`src/rtl/npu_pkg.sv`:
```
// Shared constants, state type and emit-rule helpers for the 3x3 convolution MAC.
package npu_pkg;
  localparam int BIT_DEPTH   = 8;
  localparam int COLS        = 28;
  localparam int ACC_W       = 2*BIT_DEPTH+4;
  localparam int KERNEL_TAPS = 9;
  localparam int PROD_W      = 2*BIT_DEPTH+1;
  localparam int CNT_W       = $clog2(COLS);

  typedef enum logic [1:0] {IDLE, FILL, RUN, DRAIN} conv_state_t;

  // Stride 2 only issues window positions with an even left column.
  function automatic logic issue_ok(logic [CNT_W-1:0] p, logic stride2);
    return !stride2 || !p[0];
  endfunction

  // An issue is the row's last when the next position would run off the row.
  function automatic logic is_last(logic [CNT_W-1:0] p, logic stride2);
    return (int'(p) + (stride2 ? 2 : 1)) > (COLS-3);
  endfunction
endpackage

```
`src/rtl/mac9_tree.sv`:
```
// Two-stage 3x3 MAC: registered signed products, then registered sum; valid/last ride along.
module mac9_tree
  import npu_pkg::*;
(
  input  logic                           clk,
  input  logic                           rst,
  input  logic                           in_valid,
  input  logic                           in_last,
  input  logic [KERNEL_TAPS*BIT_DEPTH-1:0] win,
  input  logic [KERNEL_TAPS*BIT_DEPTH-1:0] wgt,
  output logic                           s1_valid,
  output logic                           out_valid,
  output logic                           out_last,
  output logic [ACC_W-1:0]               acc_out
);
  localparam int STAGES = 2;

  logic [STAGES:1]          vld_pipe_q, vld_pipe_d;
  logic [STAGES:1]          last_pipe_q, last_pipe_d;
  logic signed [PROD_W-1:0] prod_q [KERNEL_TAPS];
  logic signed [PROD_W-1:0] prod_d [KERNEL_TAPS];
  logic signed [ACC_W-1:0]  acc_q, acc_d;

  always_comb begin
    vld_pipe_d  = {vld_pipe_q[STAGES-1:1], in_valid};
    last_pipe_d = {last_pipe_q[STAGES-1:1], in_last};
    for (int k = 0; k < KERNEL_TAPS; k++) begin
      prod_d[k] = prod_q[k];
      // Pixels are unsigned: a zero MSB keeps them positive in the signed multiply.
      if (in_valid)
        prod_d[k] = $signed({1'b0, win[k*BIT_DEPTH +: BIT_DEPTH]}) *
                    $signed(wgt[k*BIT_DEPTH +: BIT_DEPTH]);
    end
    acc_d = acc_q;
    if (vld_pipe_q[1]) begin
      acc_d = '0;
      for (int k = 0; k < KERNEL_TAPS; k++)
        acc_d = acc_d + {{(ACC_W-PROD_W){prod_q[k][PROD_W-1]}}, prod_q[k]};
    end
  end

  always_ff @(posedge clk or posedge rst) begin
    if (rst) begin
      vld_pipe_q  <= '0;
      last_pipe_q <= '0;
      acc_q       <= '0;
      for (int k = 0; k < KERNEL_TAPS; k++) prod_q[k] <= '0;
    end else begin
      vld_pipe_q  <= vld_pipe_d;
      last_pipe_q <= last_pipe_d;
      acc_q       <= acc_d;
      for (int k = 0; k < KERNEL_TAPS; k++) prod_q[k] <= prod_d[k];
    end
  end

  assign s1_valid  = vld_pipe_q[1];
  assign out_valid = vld_pipe_q[STAGES];
  assign out_last  = last_pipe_q[STAGES];
  assign acc_out   = acc_q;
endmodule

```
`src/rtl/conv3x3_mac.sv`:
```
// Sliding 3x3 window over a streamed row of pixel columns, convolved with a writable signed kernel.
module conv3x3_mac
  import npu_pkg::*;
(
  input  logic                 clk,
  input  logic                 rst,
  input  logic                 start,
  input  logic [1:0]           stride,
  input  logic                 shift_in,
  input  logic [BIT_DEPTH-1:0] px_l1,
  input  logic [BIT_DEPTH-1:0] px_l2,
  input  logic [BIT_DEPTH-1:0] px_l3,
  input  logic                 wr_en,
  input  logic [3:0]           w_addr,
  input  logic [BIT_DEPTH-1:0] w_data,
  output logic [ACC_W-1:0]     acc_out,
  output logic                 out_valid,
  output logic                 busy,
  output logic                 row_done
);
  conv_state_t                               state_q, state_d;
  logic                                      stride2_q, stride2_d;
  logic [CNT_W-1:0]                          col_cnt_q, col_cnt_d;
  logic [KERNEL_TAPS-1:0][BIT_DEPTH-1:0]     win_q, win_d;
  logic [KERNEL_TAPS-1:0][BIT_DEPTH-1:0]     wgt_q, wgt_d;
  logic                                      issue_q, issue_d;
  logic                                      last_q, last_d;
  logic [2:0][BIT_DEPTH-1:0]                 px;
  logic [CNT_W-1:0]                          p;
  logic                                      s1_valid, out_last;

  assign px = {px_l3, px_l2, px_l1};
  assign p  = col_cnt_q - CNT_W'(2);

  always_comb begin
    state_d   = state_q;
    stride2_d = stride2_q;
    col_cnt_d = col_cnt_q;
    win_d     = win_q;
    wgt_d     = wgt_q;
    issue_d   = 1'b0;
    last_d    = 1'b0;
    case (state_q)
      IDLE: begin
        // A write together with start still lands, so the new kernel is used by this row.
        if (wr_en)
          for (int k = 0; k < KERNEL_TAPS; k++)
            if (w_addr == 4'(k)) wgt_d[k] = w_data;
        if (start) begin
          state_d   = FILL;
          stride2_d = (stride == 2'd2);
          col_cnt_d = '0;
          win_d     = '0;
        end
      end
      FILL, RUN: begin
        if (shift_in) begin
          for (int r = 0; r < 3; r++) begin
            win_d[r*3+0] = win_q[r*3+1];
            win_d[r*3+1] = win_q[r*3+2];
            win_d[r*3+2] = px[r];
          end
          col_cnt_d = col_cnt_q + 1'b1;
          if (col_cnt_q >= CNT_W'(2) && issue_ok(p, stride2_q)) begin
            issue_d = 1'b1;
            last_d  = is_last(p, stride2_q);
          end
          if (state_q == FILL && col_cnt_q == CNT_W'(1))      state_d = RUN;
          if (state_q == RUN  && col_cnt_q == CNT_W'(COLS-1)) state_d = DRAIN;
        end
      end
      DRAIN: if (!issue_q && !s1_valid) state_d = IDLE;
      default: state_d = IDLE;
    endcase
  end

  always_ff @(posedge clk or posedge rst) begin
    if (rst) begin
      state_q   <= IDLE;
      stride2_q <= 1'b0;
      col_cnt_q <= '0;
      win_q     <= '0;
      wgt_q     <= '0;
      issue_q   <= 1'b0;
      last_q    <= 1'b0;
    end else begin
      state_q   <= state_d;
      stride2_q <= stride2_d;
      col_cnt_q <= col_cnt_d;
      win_q     <= win_d;
      wgt_q     <= wgt_d;
      issue_q   <= issue_d;
      last_q    <= last_d;
    end
  end

  mac9_tree u_mac (
    .clk       (clk),
    .rst       (rst),
    .in_valid  (issue_q),
    .in_last   (last_q),
    .win       (win_q),
    .wgt       (wgt_q),
    .s1_valid  (s1_valid),
    .out_valid (out_valid),
    .out_last  (out_last),
    .acc_out   (acc_out)
  );

  assign busy     = (state_q != IDLE);
  assign row_done = out_valid & out_last;
endmodule
```
`config.mk`:
```
export PLATFORM = sky130hd
export DESIGN_NAME = conv3x3_mac
export DESIGN_NICKNAME = d
export VERILOG_FILES = /design/src/rtl/npu_pkg.sv /design/src/rtl/mac9_tree.sv /design/src/rtl/conv3x3_mac.sv
export SDC_FILE = /design/constraint.sdc
export NUM_CORES = 2
export LEC_CHECK = 0
export CAP_MARGIN = 10
export CORE_ASPECT_RATIO = 0.6
export CORE_MARGIN = 2
export CORE_UTILIZATION = 30
export DETAILED_ROUTE_END_ITERATION = 10
export SYNTH_ARGS = -nofsm -noshare
export SYNTH_HDL_FRONTEND = slang
export SYNTH_HIERARCHICAL = 1
export SYNTH_SLANG_ARGS = --single-unit
```
`constraint.sdc`:
```
create_clock -name clk -period 13.9 [get_ports clk]
set_input_delay 2.085 -clock clk [delete_from_list [all_inputs] [get_ports clk]]
set_output_delay 2.085 -clock clk [all_outputs]
set_load 0.01 [all_outputs]
```
# Word-level counts from Yosys, hierarchy flattened
# Cells that the tools add are included.
dict set report totals {
  reg_bits 331
  latchBits 0
  ram_bits 0
  rom_bits 0
  inputBits 43
  word_cells 121
  n_memories 0
}
dict set report classes {
  addsub 11
  mul 9
  div 0
  order_cmp 2
  n_eq_ne 18
  n_shift 0
  n_mux 19
  bitwise 1
  reduce_logical 26
}
# cell n
set ops {}
lappend ops {{multiplier 9 x 8 -> 17 bit} 9}
lappend ops {{2-to-1 mux 72 bit} 2}
lappend ops {{case mux 72 bit (2 select lines)} 1}
lappend ops {{adder 20 bit} 7}
lappend ops {{AND reduction 3 bit} 10}
lappend ops {{adder 17 x 17 -> 18 bit} 1}
lappend ops {{equality test 4 x 3 -> 1 bit, second input constant} 4}
lappend ops {{2-to-1 mux 2 bit} 6}
lappend ops {{2-to-1 mux 5 bit} 2}
lappend ops {{case mux 5 bit (2 select lines)} 1}
lappend ops {{equality test 4 x 2 -> 1 bit, second input constant} 2}
lappend ops {{adder 5 x 2 -> 6 bit} 1}
lappend ops {{equality test 2 bit, second input constant} 3}
lappend ops {{greater-than comparator 6 x 5 -> 1 bit, second input constant} 1}
lappend ops {{2-to-1 mux 1 bit} 6}
lappend ops {{inequality test 2 bit, second input constant} 3}
lappend ops {{case mux 2 bit (3 select lines)} 1}
lappend ops {{adder 5 x 1 -> 5 bit, second input constant} 1}
lappend ops {{equality test 5 x 1 -> 1 bit, second input constant} 1}
lappend ops {{equality test 5 bit, second input constant} 1}
lappend ops {{>= comparator 5 x 2 -> 1 bit, second input constant} 1}
lappend ops {{subtractor 5 x 2 -> 5 bit, second input constant} 1}
lappend ops {{equality test 4 x 1 -> 1 bit, second input constant} 1}
lappend ops {{equality test 4 bit, second input constant} 1}
lappend ops {{12 further kinds} 19}

# Longest topological paths before layout
dict set report logic_depth {
  word_depth 8
  mapped_depth 22
  mapped_depth_nobuf 21
}

# Cells and area by module
# Netlist, hierarchy kept.
# module instances cells_per_inst area_per_inst_um2 seq_area_each_um2
set modules_own_cells {}
lappend modules_own_cells {mac9_tree 1 3314 30648.1 4429.2}
lappend modules_own_cells {conv3x3_mac 1 408 6074.6 3853.7}

# Worst setup path before layout
# OpenSTA, ideal clock, no wires.
dict set report synth_path {
  path_type {register to register}
  startpoint {reg u_mac/prod_q[119] in the netlist's numbering}
  endpoint {reg u_mac.acc_q[17] (netlist: u_mac/acc_out[17])}
  setup_time_ns 0.125
  arrival_time_ns 4.928
  slack_ns 8.847
  stages_incl_launch_ff 21
  n_path_buf 0
  path_cell_list {dfrtp_1 ha_1 inv_1 fa_1 nor2b_1 o31a_1 o31ai_2 o31ai_1 o31ai_1 xor2_1 fa_1 fa_1 fa_1 inv_1 ha_1 a21o_1 a21o_1 a221oi_1 o21ai_0 xor2_1 mux2_2}
}
dict set report synth_between {
  elab_chain_len 8
}
# item line
set synth_lines {}
lappend synth_lines {{from (decl)} mac9_tree.sv:20} ;# logic signed [PROD_W-1:0] prod_q [KERNEL_TAPS];
lappend synth_lines {{adder 17 x 17 -> 18 bit} mac9_tree.sv:38} ;# acc_d = acc_d + {{(ACC_W-PROD_W){prod_q[k][PROD_W-1]}}, prod_q[k]};
lappend synth_lines {{adder 20 bit (7 in a row)} mac9_tree.sv:38}
lappend synth_lines {{to (signal assigned)} mac9_tree.sv:46} ;# acc_q <= '0;
lappend synth_lines {{to (signal assigned)} mac9_tree.sv:51} ;# acc_q <= acc_d;
lappend synth_lines {{to (decl)} mac9_tree.sv:22} ;# logic signed [ACC_W-1:0] acc_q, acc_d;
# Every way passes these cells.
# A chain may end at the register's enable or synchronous reset.

# Final worst setup path
dict set report layout_path {
  startpoint {reg u_mac/prod_q[119] in the netlist's numbering}
  endpoint {reg u_mac.acc_q[18] (netlist: u_mac/acc_out[18])}
}
# The elaborated chain is that of the path after synthesis.

==> out/qor.csv <==
metric;value;unit
Post-CTS Setup Inserts;0;
DP Wirelength;81.2;mm
Skew-Pair Late Insertion Delay;0.60;ns
DR WL/cell;18.8;um
top_reg_cell synth;dfrtp_1;
Post-synth EDFFs;0;
data required time of the worst path;14.35;ns
Antenna Nets Post-Route;0;
H-Tree Depth;2;
post-synth top area share;0.239;
Finished Core Util;0.334;
Max Cap Viol;0;
initial antenna violation count;12;
Inserted Clock Buffers;39;
via count;26600;
Synth top cells by count;inv_1 (662), fa_1 (438), ha_1 (438);
Avg Inst Size Synth;9.87;um2
Fill cells;12300;
grt peak-use layer;met1;
cells resized by post-CTS repair;0;
M3 GR Usage;0.0475;
drt pass-1 iters;6;
die width;456;um
Antenna diodes;0;
RSZ-0062 raised after global routing;false;
CP Class;flip-flop to flip-flop;
TNS Setup;0;ns
top-count cell post-synth;inv_1;
final period demand of the worst path;5.93;ns
clock transition at the registers of the reported paths;0.06;ns
Area Overhead vs Synth;10.4;%
Syn Inst Count;3722;
skew final;0.0411;ns
grt met1 use;0.262;
mapped cell area;36700;um2
Core Region;122000;um2
drt initial violations;2034;
Vias/cell;4.92;
ranking of synthesized cells by area;fa_1 (24%), dfrtp_1 (23%), ha_1 (15%);
number of global-route vias before repair;26300;
Placed Instance Area;39200;um2
Crit. End Element;flip-flop;
DRC viols;0;
fin area;40500;um2
worst-margin pin slew;1.29;ns
Remaining Overflow, GRT;0;
Max Freq;0.169;GHz
global router's overall resource usage;0.163;
Yosys reg bits;331;
Non-Filler Instances;5412;
async set-reset flop share out of synthesis;1.00;
crit-path max FO;8;
final worst path period share;0.427;
Max Slew Vio Count;0;
GP Congestion;0.905;
die area;125000;um2
nets;4689;
Startpoint Class;flip-flop;
area leader, netlist;fa_1;
Die Height;275;um
Ports;66;
layout cells sized above 1;0.0611;
syn_nets;4641;
total clock sinks;331;
Warnings, synthesis;6;
CTS max path bufs;3;
WL final;102;mm
first-pass GRT wire length;159;mm
largest net degree at the start of global routing;111;
Hold Path Class;flip-flop to flip-flop;
CTS tree;done;
Initial Utilization;0.302;
Final Hold Violating Endpoints;0;
Cell variety after synth;72;
Site Rows;99;
register area share after synthesis;0.226;
hold buffer count at CTS;0;
final setup fails;0;
clk root buf;clkbuf_16;
met2 Usage GRT;0.211;
Placed Cells;5345;
Critical Path AT;6.38;ns
Slew HR;0.136;
Port Buffers;65;
status;finished, final reports clean;
## per-stage QoR
stage | hold WS [ns] | setup slack (ns)
6_report | 0.349 | 7.97
5_1_grt | 0.370 | 7.72
4_1_cts | 0.351 | 8.09
3_5_place_dp | 0.336 | 8.13
3_3_place_gp | 0.335 | 8.23
2_1_floorplan | 0.331 | 7.01
## final timing paths
kind	slack [ns]	depth (start not counted)	start	endpoint
max	7.97	20	u_mac/prod_q[119]	u_mac/acc_out[18]
min	0.35	0	last_q	u_mac/last_pipe_q[1]
max reg2reg	7.97	20	u_mac/prod_q[119]	u_mac/acc_out[18]
min reg2reg	0.35	0	last_q	u_mac/last_pipe_q[1]
max in group asynchronous	10.05	3	rst	u_mac/prod_q[98]
min in group asynchronous	2.32	2	rst	win_q[53]
## worst max-delay path, cell delays in order, from the launching register on
cell,delay [ns]
dfrtp_1,0.38
ha_1,0.23
inv_1,0.08
fa_1,0.21
nor2b_1,0.08
o31a_1,0.29
o31ai_2,0.43
o31ai_1,0.23
o31ai_1,0.29
xor2_1,0.33
fa_1,0.50
fa_1,0.46
fa_1,0.52
inv_1,0.04
ha_1,0.44
and4_1,0.25
and2_1,0.18
nand2_1,0.06
o21ai_0,0.37
xor2_1,0.12
mux2_2,0.28
## per-layer routing
layer	wire length, um	vias to the layer above
met5	69	-
met4	1350	10
met3	9450	92
met2	37300	813
met1	53400	13400
li1	-	12300
## logic make-up (layout without fill, tap and decap cells)
kind of cell,Yosys count,after routing,synth area share
AOI/OAI and AO/OA,569,569,0.109
xor gates and xnor gates,82,82,0.0196
adders and majority gates,876,876,0.388
buffers and inverters,733,807,0.0767
DFF,331,331,0.226
muxes,146,146,0.0445
and+or+nand+nor,985,985,0.137
## area by class of cell
class                   count  area [um2]  area share
clock buffers              52        1080      0.0268
well taps                1616        2020      0.0499
clock inverters            15         267     0.00657
repair buffers             78         748      0.0185
inverters                 662        2500      0.0616
flip-flops and latches    331        8290       0.204
multi-input cells        2658       25600       0.632
## registers in the layout (all words and copies together) (netlist names), 2 cells and up
name               count
u_mac/prod_q         153
state_q                2
col_cnt_q              5
u_mac/acc_out         20
u_mac/last_pipe_q      2
u_mac/vld_pipe_q       2
wgt_q                 72
win_q                 72
## placed cells by master (no fill, tap or decap), types with 72 or more instances in the layout
| cell | count |
|---|---|
| o21ai_0 | 113 |
| a22o_1 | 72 |
| nand2_1 | 312 |
| ha_1 | 438 |
| fa_1 | 438 |
| mux2_2 | 133 |
| nor2_1 | 134 |
| inv_1 | 659 |
| a21oi_1 | 97 |
| and2_1 | 299 |
| dfrtp_1 | 330 |
Power is not shown: default switching activity piles up to over one toggle a cycle in this logic, so the estimate is an artifact.
